<file path="config.mk">
export PLATFORM = sky130hd
export DESIGN_NAME = cache_controller
export DESIGN_NICKNAME = d
export VERILOG_FILES = /design/src/rtl/cache_controller.sv
export SDC_FILE = /design/constraint.sdc
export NUM_CORES = 1
export LEC_CHECK = 0
export CORE_AREA = 2 2 148 179
export CTS_BUF_LIST = sky130_fd_sc_hd__clkbuf_8 sky130_fd_sc_hd__clkbuf_16
export DETAILED_ROUTE_END_ITERATION = 10
export DIE_AREA = 0 0 150 181
export GPL_TIMING_DRIVEN = 0
export PLACE_DENSITY = 0.57
export SYNTH_ARGS = -nofsm -noshare
export SYNTH_HDL_FRONTEND = slang
export SYNTH_SLANG_ARGS = --single-unit
</file>
<file path="constraint.sdc">
create_clock -name clk -period 4.17 [get_ports clk]
set_input_delay 0.6255 -clock clk [delete_from_list [all_inputs] [get_ports clk]]
set_output_delay 0.6255 -clock clk [all_outputs]
set_load 0.01 [all_outputs]
</file>
<file path="src/rtl/cache_controller.sv">
// Direct-mapped, write-through, no-write-allocate cache between a CPU port and a single-port Ram.
// Latency: read hit returns data the cycle after accept; read miss returns it 3 cycles after accept (1-cycle Ram); write occupies 1 cycle.
// Backpressure: cpu_ready is low while a write or miss is in flight; a request presented then is ignored and must be held.
//
// Ports:
//   clk, reset (async, active-low)
//   cpu_req/cpu_we/cpu_addr/cpu_wdata -> request; cpu_ready = controller idle
//   cpu_rdata/cpu_rvalid              <- read response, cpu_rvalid is a one-cycle pulse
//   mem_addr/mem_wdata/mem_we/mem_re  -> Ram address, data_in, write_enable, read_enable
//   mem_rdata/mem_valid               <- Ram data_out, valid_out
//   hit_count/miss_count              <- read hit/miss counters, present only when STATS_EN is defined
//
// Optional feature macro: STATS_EN (saturating 16-bit read hit/miss counters).

module cache_controller #(
    parameter int WIDTH   = 32,
    parameter int ADDR_W  = 4,
    parameter int INDEX_W = 2
) (
    input  logic              clk,
    input  logic              reset,
    input  logic              cpu_req,
    input  logic              cpu_we,
    input  logic [ADDR_W-1:0] cpu_addr,
    input  logic [WIDTH-1:0]  cpu_wdata,
    output logic              cpu_ready,
    output logic [WIDTH-1:0]  cpu_rdata,
    output logic              cpu_rvalid,
    output logic [ADDR_W-1:0] mem_addr,
    output logic [WIDTH-1:0]  mem_wdata,
    output logic              mem_we,
    output logic              mem_re,
    input  logic [WIDTH-1:0]  mem_rdata,
    input  logic              mem_valid
`ifdef STATS_EN
    ,
    output logic [15:0]       hit_count,
    output logic [15:0]       miss_count
`endif
);

    localparam int TAG_W     = ADDR_W - INDEX_W;
    localparam int NUM_LINES = 1 << INDEX_W;

    typedef enum logic [1:0] {
        IDLE      = 2'd0,
        WRITE     = 2'd1,
        MISS_REQ  = 2'd2,
        MISS_WAIT = 2'd3
    } state_t;

    state_t state;
    state_t state_nxt;

    // Line storage. Only the valid bits need reset; data and tags are
    // meaningless until their valid bit is set.
    logic [WIDTH-1:0]     line_dat [NUM_LINES];
    logic [TAG_W-1:0]     line_tag [NUM_LINES];
    logic [NUM_LINES-1:0] line_vld;

    // Captured request. The read/write direction is not stored separately:
    // WRITE vs MISS_* already encodes it for the whole transaction.
    logic [ADDR_W-1:0] req_addr;
    logic [WIDTH-1:0]  req_wdata;

    logic [INDEX_W-1:0] cpu_idx;
    logic [TAG_W-1:0]   cpu_tag;
    logic [INDEX_W-1:0] req_idx;
    logic [TAG_W-1:0]   req_tag;
    logic               cpu_hit;
    logic               req_hit;
    logic               accept;
    logic               fill;

    assign cpu_idx = cpu_addr[INDEX_W-1:0];
    assign cpu_tag = cpu_addr[ADDR_W-1:INDEX_W];
    assign req_idx = req_addr[INDEX_W-1:0];
    assign req_tag = req_addr[ADDR_W-1:INDEX_W];

    // cpu_hit looks up the incoming address (read-hit service in IDLE);
    // req_hit looks up the captured address (line update during WRITE).
    assign cpu_hit = line_vld[cpu_idx] && (line_tag[cpu_idx] == cpu_tag);
    assign req_hit = line_vld[req_idx] && (line_tag[req_idx] == req_tag);

    assign accept = cpu_req && cpu_ready;
    assign fill   = (state == MISS_WAIT) && mem_valid;

    // The Ram sees the captured request; mem_we/mem_re qualify it.
    assign mem_addr  = req_addr;
    assign mem_wdata = req_wdata;

    // ------------------------------------------------------------------
    // FSM state register
    // ------------------------------------------------------------------
    always_ff @(posedge clk or negedge reset) begin
        if (!reset) begin
            state <= IDLE;
        end else begin
            state <= state_nxt;
        end
    end

    // ------------------------------------------------------------------
    // FSM next-state and Ram strobes
    // ------------------------------------------------------------------
    always_comb begin
        state_nxt = state;
        cpu_ready = 1'b0;
        mem_we    = 1'b0;
        mem_re    = 1'b0;
        case (state)
            IDLE: begin
                cpu_ready = 1'b1;
                if (cpu_req) begin
                    if (cpu_we) begin
                        state_nxt = WRITE;
                    end else if (!cpu_hit) begin
                        state_nxt = MISS_REQ;
                    end
                    // read hit: served from the line array, stay in IDLE
                end
            end
            WRITE: begin
                mem_we    = 1'b1;
                state_nxt = IDLE;
            end
            MISS_REQ: begin
                mem_re    = 1'b1;
                state_nxt = MISS_WAIT;
            end
            MISS_WAIT: begin
                if (mem_valid) begin
                    state_nxt = IDLE;
                end
            end
            default: begin
                state_nxt = IDLE;
            end
        endcase
    end

    // ------------------------------------------------------------------
    // Request capture, valid bits and read response
    // ------------------------------------------------------------------
    always_ff @(posedge clk or negedge reset) begin
        if (!reset) begin
            req_addr   <= '0;
            req_wdata  <= '0;
            line_vld   <= '0;
            cpu_rdata  <= '0;
            cpu_rvalid <= 1'b0;
        end else begin
            cpu_rvalid <= 1'b0;
            if (accept) begin
                req_addr  <= cpu_addr;
                req_wdata <= cpu_wdata;
                if (!cpu_we && cpu_hit) begin
                    cpu_rdata  <= line_dat[cpu_idx];
                    cpu_rvalid <= 1'b1;
                end
            end
            if (fill) begin
                line_vld[req_idx] <= 1'b1;
                cpu_rdata         <= mem_rdata;
                cpu_rvalid        <= 1'b1;
            end
        end
    end

    // ------------------------------------------------------------------
    // Line data and tags
    // A miss fill replaces whatever the index held; write-through means
    // the evicted line is already in the Ram. A write miss leaves the
    // array untouched (no allocate).
    // ------------------------------------------------------------------
    always_ff @(posedge clk) begin
        if (fill) begin
            line_dat[req_idx] <= mem_rdata;
            line_tag[req_idx] <= req_tag;
        end else if ((state == WRITE) && req_hit) begin
            line_dat[req_idx] <= req_wdata;
        end
    end

`ifdef STATS_EN
    // ------------------------------------------------------------------
    // Saturating read hit/miss counters, counted at accept
    // ------------------------------------------------------------------
    always_ff @(posedge clk or negedge reset) begin
        if (!reset) begin
            hit_count  <= '0;
            miss_count <= '0;
        end else if (accept && !cpu_we) begin
            if (cpu_hit) begin
                if (hit_count != 16'hFFFF) begin
                    hit_count <= hit_count + 16'd1;
                end
            end else begin
                if (miss_count != 16'hFFFF) begin
                    miss_count <= miss_count + 16'd1;
                end
            end
        end
    end
`endif

endmodule

</file>
## Word-level counts from Yosys, hierarchy flattened

Memory sizes are Yosys's and may differ from the RTL's.
Index checks and enable logic that the tools add are counted.

| operators by class | value |
|---|---|
| magnitude comparators | 3 |
| eq/ne operators | 8 |
| muxes and demuxes | 26 |
| bitwise operators | 2 |
| reductions and logical operators | 13 |

Operators with widths:

| cell | number |
|---|---|
| $mux 32 | 4 |
| $mux 1 | 14 |
| $mux 2 | 4 |
| $pmux 2 s4 | 1 |
| $logic_and 1x1->1 | 7 |
| $lt 2x3->1 const B | 2 |
| $bmux 1 s2 | 2 |
| $eq 2x2->1 | 2 |
| $eq 2x2->1 const B | 2 |
| $ne 2x2->1 const B | 2 |
| $or 4x4->4 | 1 |
| $reduce_bool 2->1 | 2 |
| $ne 3x3->1 const B | 1 |
| $reduce_and 3->1 | 1 |
| $demux 1 s2 | 1 |
| $eq 2x1->1 const B | 1 |
| $ge 2x1->1 const B | 1 |
| $logic_not 2->1 | 1 |
| $reduce_and 2->1 | 1 |
| $logic_not 1->1 | 1 |
| $or 1x1->1 | 1 |

| word-level totals | value |
|---|---|
| flip-flop bits (word level) | 75 |
| memory bits (writable) | 136 |
| input port bits | 73 |
| logic and storage cells | 60 |
| memories | 2 |

Memory list:

| memory | words | width | read ports | clocked after Yosys merged registers in | wr ports | line | RTL |
|---|---|---|---|---|---|---|---|
| line_dat | 4 | 32 | 1 | 0 | 1 | 57 | `logic [WIDTH-1:0] line_dat [NUM_LINES];` |
| line_tag | 4 | 2 | 2 | 0 | 1 | 58 | `logic [TAG_W-1:0] line_tag [NUM_LINES];` |

## Longest topological paths before layout

| depth | value |
|---|---|
| depth in word-level cells | 8 |
| gate-level depth with buffers | 7 |
| depth with buffers taken out | 5 |

## Worst setup path before layout

No wires, ideal clock.

| timing path | value |
|---|---|
| path type | reg2reg |
| start | register req_addr[0], in the netlist mem_addr[0] |
| end | memory line_dat[0][0] (enable) |
| arrival time | 3,946 ps |
| data required time | 3,700 ps |
| path slack | -246 ps |
| stages on the path, launching flop included | 6 |
| path buffers | 1 |
| cells stage by stage | dfrtp_1 -> mux4_2 -> xnor2_2 -> o2111ai_4 -> buf_6 -> a211oi_1 |

| on the way | value |
|---|---|
| word-level cells in the longest chain between the ends | 8 |
| elaborated cells between the ends (all ways) | 10 |
| those cells by class | 1 x eq/ne; 5 x mux; 1 x bitwise; 2 x reduce/logical; 1 x memory |

Ends and longest elaborated chain:

| element | line | RTL |
|---|---|---|
| from (decl) | 63 | `logic [ADDR_W-1:0] req_addr;` |
| from (signal assigned) | 155 | `req_addr <= cpu_addr;` |
| $mem_v2 4x2 / $bmux 1 s2 (equally long branches) | -- |  |
| $eq 2x2->1 / $mux 1 (equally long branches) | 83 | `assign req_hit = line_vld[req_idx] && (line_tag[req_idx] == req_tag);` |
| $logic_and 1x1->1 | 83 |  |
| $logic_and 1x1->1 | 180 | `end else if ((state == WRITE) && req_hit) begin` |
| $mux 1 | 180 |  |
| $mux 1 | 177 | `if (fill) begin` |
| $mux 1 (implied by the code) | 181 | `line_dat[req_idx] <= req_wdata;` |
| $or 1x1->1 (no line) | -- |  |
| to (decl) | 57 |  |

Parallel ways exist; a longest one is shown, timed or not. The select of a mux whose other input is x is not followed.

## Final worst setup path

| timing path | value |
|---|---|
| start | register req_addr[2], in the netlist mem_addr[2] |
| end | memory line_dat[2][22] (enable) |

| on the way | value |
|---|---|
| word-level cells in the longest chain between the ends | 7 |

Ends and longest elaborated chain:

| element | line |
|---|---|
| $eq 2x2->1 | 83 |
| $logic_and 1x1->1 | 83 |
| $logic_and 1x1->1 | 180 |
| $mux 1 | 180 |
| $mux 1 | 177 |
| $mux 1 (implied by the code) | 181 |
| $or 1x1->1 (no line) | -- |

No other way between the ends.

==> impl_metrics.ini <==
[critical_path]
crit_buf_inv = 3
reg2reg_slack_ns = 1.19
worst_setup_path_start_kind = flop
r2r-end = line_dat[2][22]$_DFFE_PP_
slowest_stage = a21oi_4
crit_chain = buf_2, xnor2_1, nand2_1, o21ai_0, o2111ai_4, buf_6, a21oi_4, buf_16
cpPeakStageDelay_ns = 0.65
worst-path-max-fanout = 17
r2r_start = mem_addr[2]$_DFFE_PN0P_
path_class = reg -> reg
cp.arrival_ns = 3.18
critPathTopFamily = compound AO/OA/AOI/OAI gates
end_kind = flop
critical_path_required_ns = 4.38
ff2ff_path_depth = 8

[clock_tree]
htree_levels = 1
numCtsBuffers = 24
post_cts_resized = 0
cts_tree = yes
post_cts_buffers = 0
path_clk_slew_ns = 0.06
ctsRootBufferMaster = clkbuf_16
cts_max_path_buffers = 3
clock_latency_ns = 0.51
clock-sinks = 211
cts_hold_buf = 0

[floorplan]
chipWidth_um = 150
core_um2 = 25300
initial_core_util_pct = 34.8
pin_count = 145
die-area_um2 = 27200
fp.dieH_um = 181
num_rows = 64

[cells_and_area]
layout.nets = 782
drive_gt1_share_pct = 24.0
syn_to_final_growth_pct = 32.4
n_antenna_cell = 0
layout_commonest_cell = clkdlybuf4s50_1
most-common-layout-cells = clkdlybuf4s50_1, edfxtp_1, dfrtp_1, mux2_2, nor2_1

[drt]
via_per_inst = 5.12
vias = 5403
ant_nets = 0
wirelength_mm = 22.1
wl_per_cell_um = 20.9
drc = 0
first_iter_violations = 377
first_pass_iters = 5

[synthesis]
ys.flop_type = edfxtp_1
avgSynthCellArea_um2 = 16.5
synth.cell_area_um2 = 8800
yosysWarnings = 0
ys_ff_latch = 211
synthArstFlopShare_pct = 35.5
synth.distinct_cells = 32
synth-edff-count = 136
netlist_instances = 535
syn_nets = 608
yosysSeqAreaShare_pct = 67.7

[pwr]
vdd_drop_max_mv = 0.258
power_density_nw_per_um2 = 678
power.leakage_nw = 4.14

[global_routing]
first_global_vias = 5826
gr-total-overflow = 0
grt_pass1_wl_mm = 33.8
grt_max_degree = 51
grtUsageTotal_pct = 16.2
antenna_found_initial = 0

[placement]
port_buffers = 142
place_congestion = 0.789
hpwl_mm = 15.3

[run]
cap_violations = 0

[timing]
rsz0062_at_grt = false
final_max_slew_viol_count = 0
fin_tns_setup_ns = 0
worstMarginPinSlew_ns = 0.871
clock_skew_ns = 0.0102
fin_hold_ws_ns = 0.0441
fmax_ghz = 0.336
max-slew-margin-rel_pct = 41.9
fin_crit_ns = 2.98
finalHoldViolCount = 0
finalCritPeriodShare_pct = 71.3
finalSetupViolCount = 0

[worst_hold_path]
hold_path.class = in -> async

[outcome]
status = finished clean
## registers in the layout, summed over array words and instances (netlist names)
| name | flops |
|---|---|
| line_dat | 128 |
| line_vld | 4 |
| mem_wdata | 32 |
| state | 2 |
| cpu_rvalid | 1 |
| cpu_rdata | 32 |
| mem_addr | 4 |
| line_tag | 8 |
## per-stage QoR
| stage | worst slack, ns | cell area [um2] | cells | utilization [%] | total power [mW] |
|---|---|---|---|---|---|
| 2_1_floorplan | 0.567 | 8810 | 535 | - | 4.47 |
| 3_3_place_gp | -1.33 | 10600 | 1007 | 42.1 | 5.67 |
| 3_5_place_dp | 0.772 | 10800 | 1013 | 42.8 | 5.80 |
| 4_1_cts | 1.17 | 11700 | 1056 | 46.1 | 8.00 |
| 5_1_grt | 0.998 | 11700 | 1056 | 46.1 | 8.28 |
| 6_report | 1.19 | 11700 | 1056 | 46.1 | 7.91 |
## cell families after synthesis
logic type	after synthesis	synth area share [%]
compound gates	78	5.61
xor+xnor	10	1.08
buf+inv	39	2.15
flops	211	67.7
mux	104	18.6
simple gates	93	4.86
## area by class of cell
class / count / area, um2
Timing Repair Buffer: 148 / 1570
Inverter: 1 / 3.75
Buffer: 38 / 185
Tap cell: 330 / 413
Fill cell: 2239 / 13600
Sequential cell: 211 / 5960
Clock buffer: 26 / 639
Multi-Input combinational cell: 285 / 2700
Clock inverter: 17 / 185
## layer usage
metal / vias to the layer above / track usage, % / routed length (um)
li1: 2427 / - / -
met1: 2750 / 20.8 / 9190
met2: 193 / 28.2 / 11100
met3: 33 / 2.93 / 1400
met4: 0 / 4.11 / 421
met5: - / 0 / 0
## power breakdown
part | leakage [nW] | switching [mW] | total (mW) | internal (mW)
combinational | 1.63 | 1.19 | 2.53 | 1.33
clock | 0.422 | 0.826 | 2.17 | 1.35
sequential | 2.09 | 0.308 | 3.21 | 2.90
total | 4.14 | 2.33 | 7.91 | 5.58
## synth_stat cells (7+ instances only)
cell        n  area, um2
edfxtp_1  136       4080
mux4_2     33        743
clkbuf_1   21       78.8
nand3_1    35        175
dfrtp_1    75       1880
nand2_1     7       26.3
nor2_1     36        135
mux2_4     26        390
mux2_2     43        484
a31oi_1    32        200
o21ai_0    35        175
xnor2_1     9       78.8
buf_2      10       50.1
## how the worst max path moves through the flow
stage	slack (ns)	endpoint	cells after the start	start
after floorplan	0.57	line_dat[2][0]$_DFFE_PP_	5	mem_addr[0]$_DFFE_PN0P_
after global placement	-1.33	line_dat[1][19]$_DFFE_PP_	4	mem_valid
after detailed placement	0.77	line_dat[2][22]$_DFFE_PP_	5	mem_valid
after CTS	1.17	line_dat[2][22]$_DFFE_PP_	8	mem_addr[2]$_DFFE_PN0P_
after global routing	1.0	line_dat[2][22]$_DFFE_PP_	8	mem_addr[2]$_DFFE_PN0P_
final	1.19	line_dat[2][22]$_DFFE_PP_	8	mem_addr[2]$_DFFE_PN0P_
(Power assumes the default switching activity.)
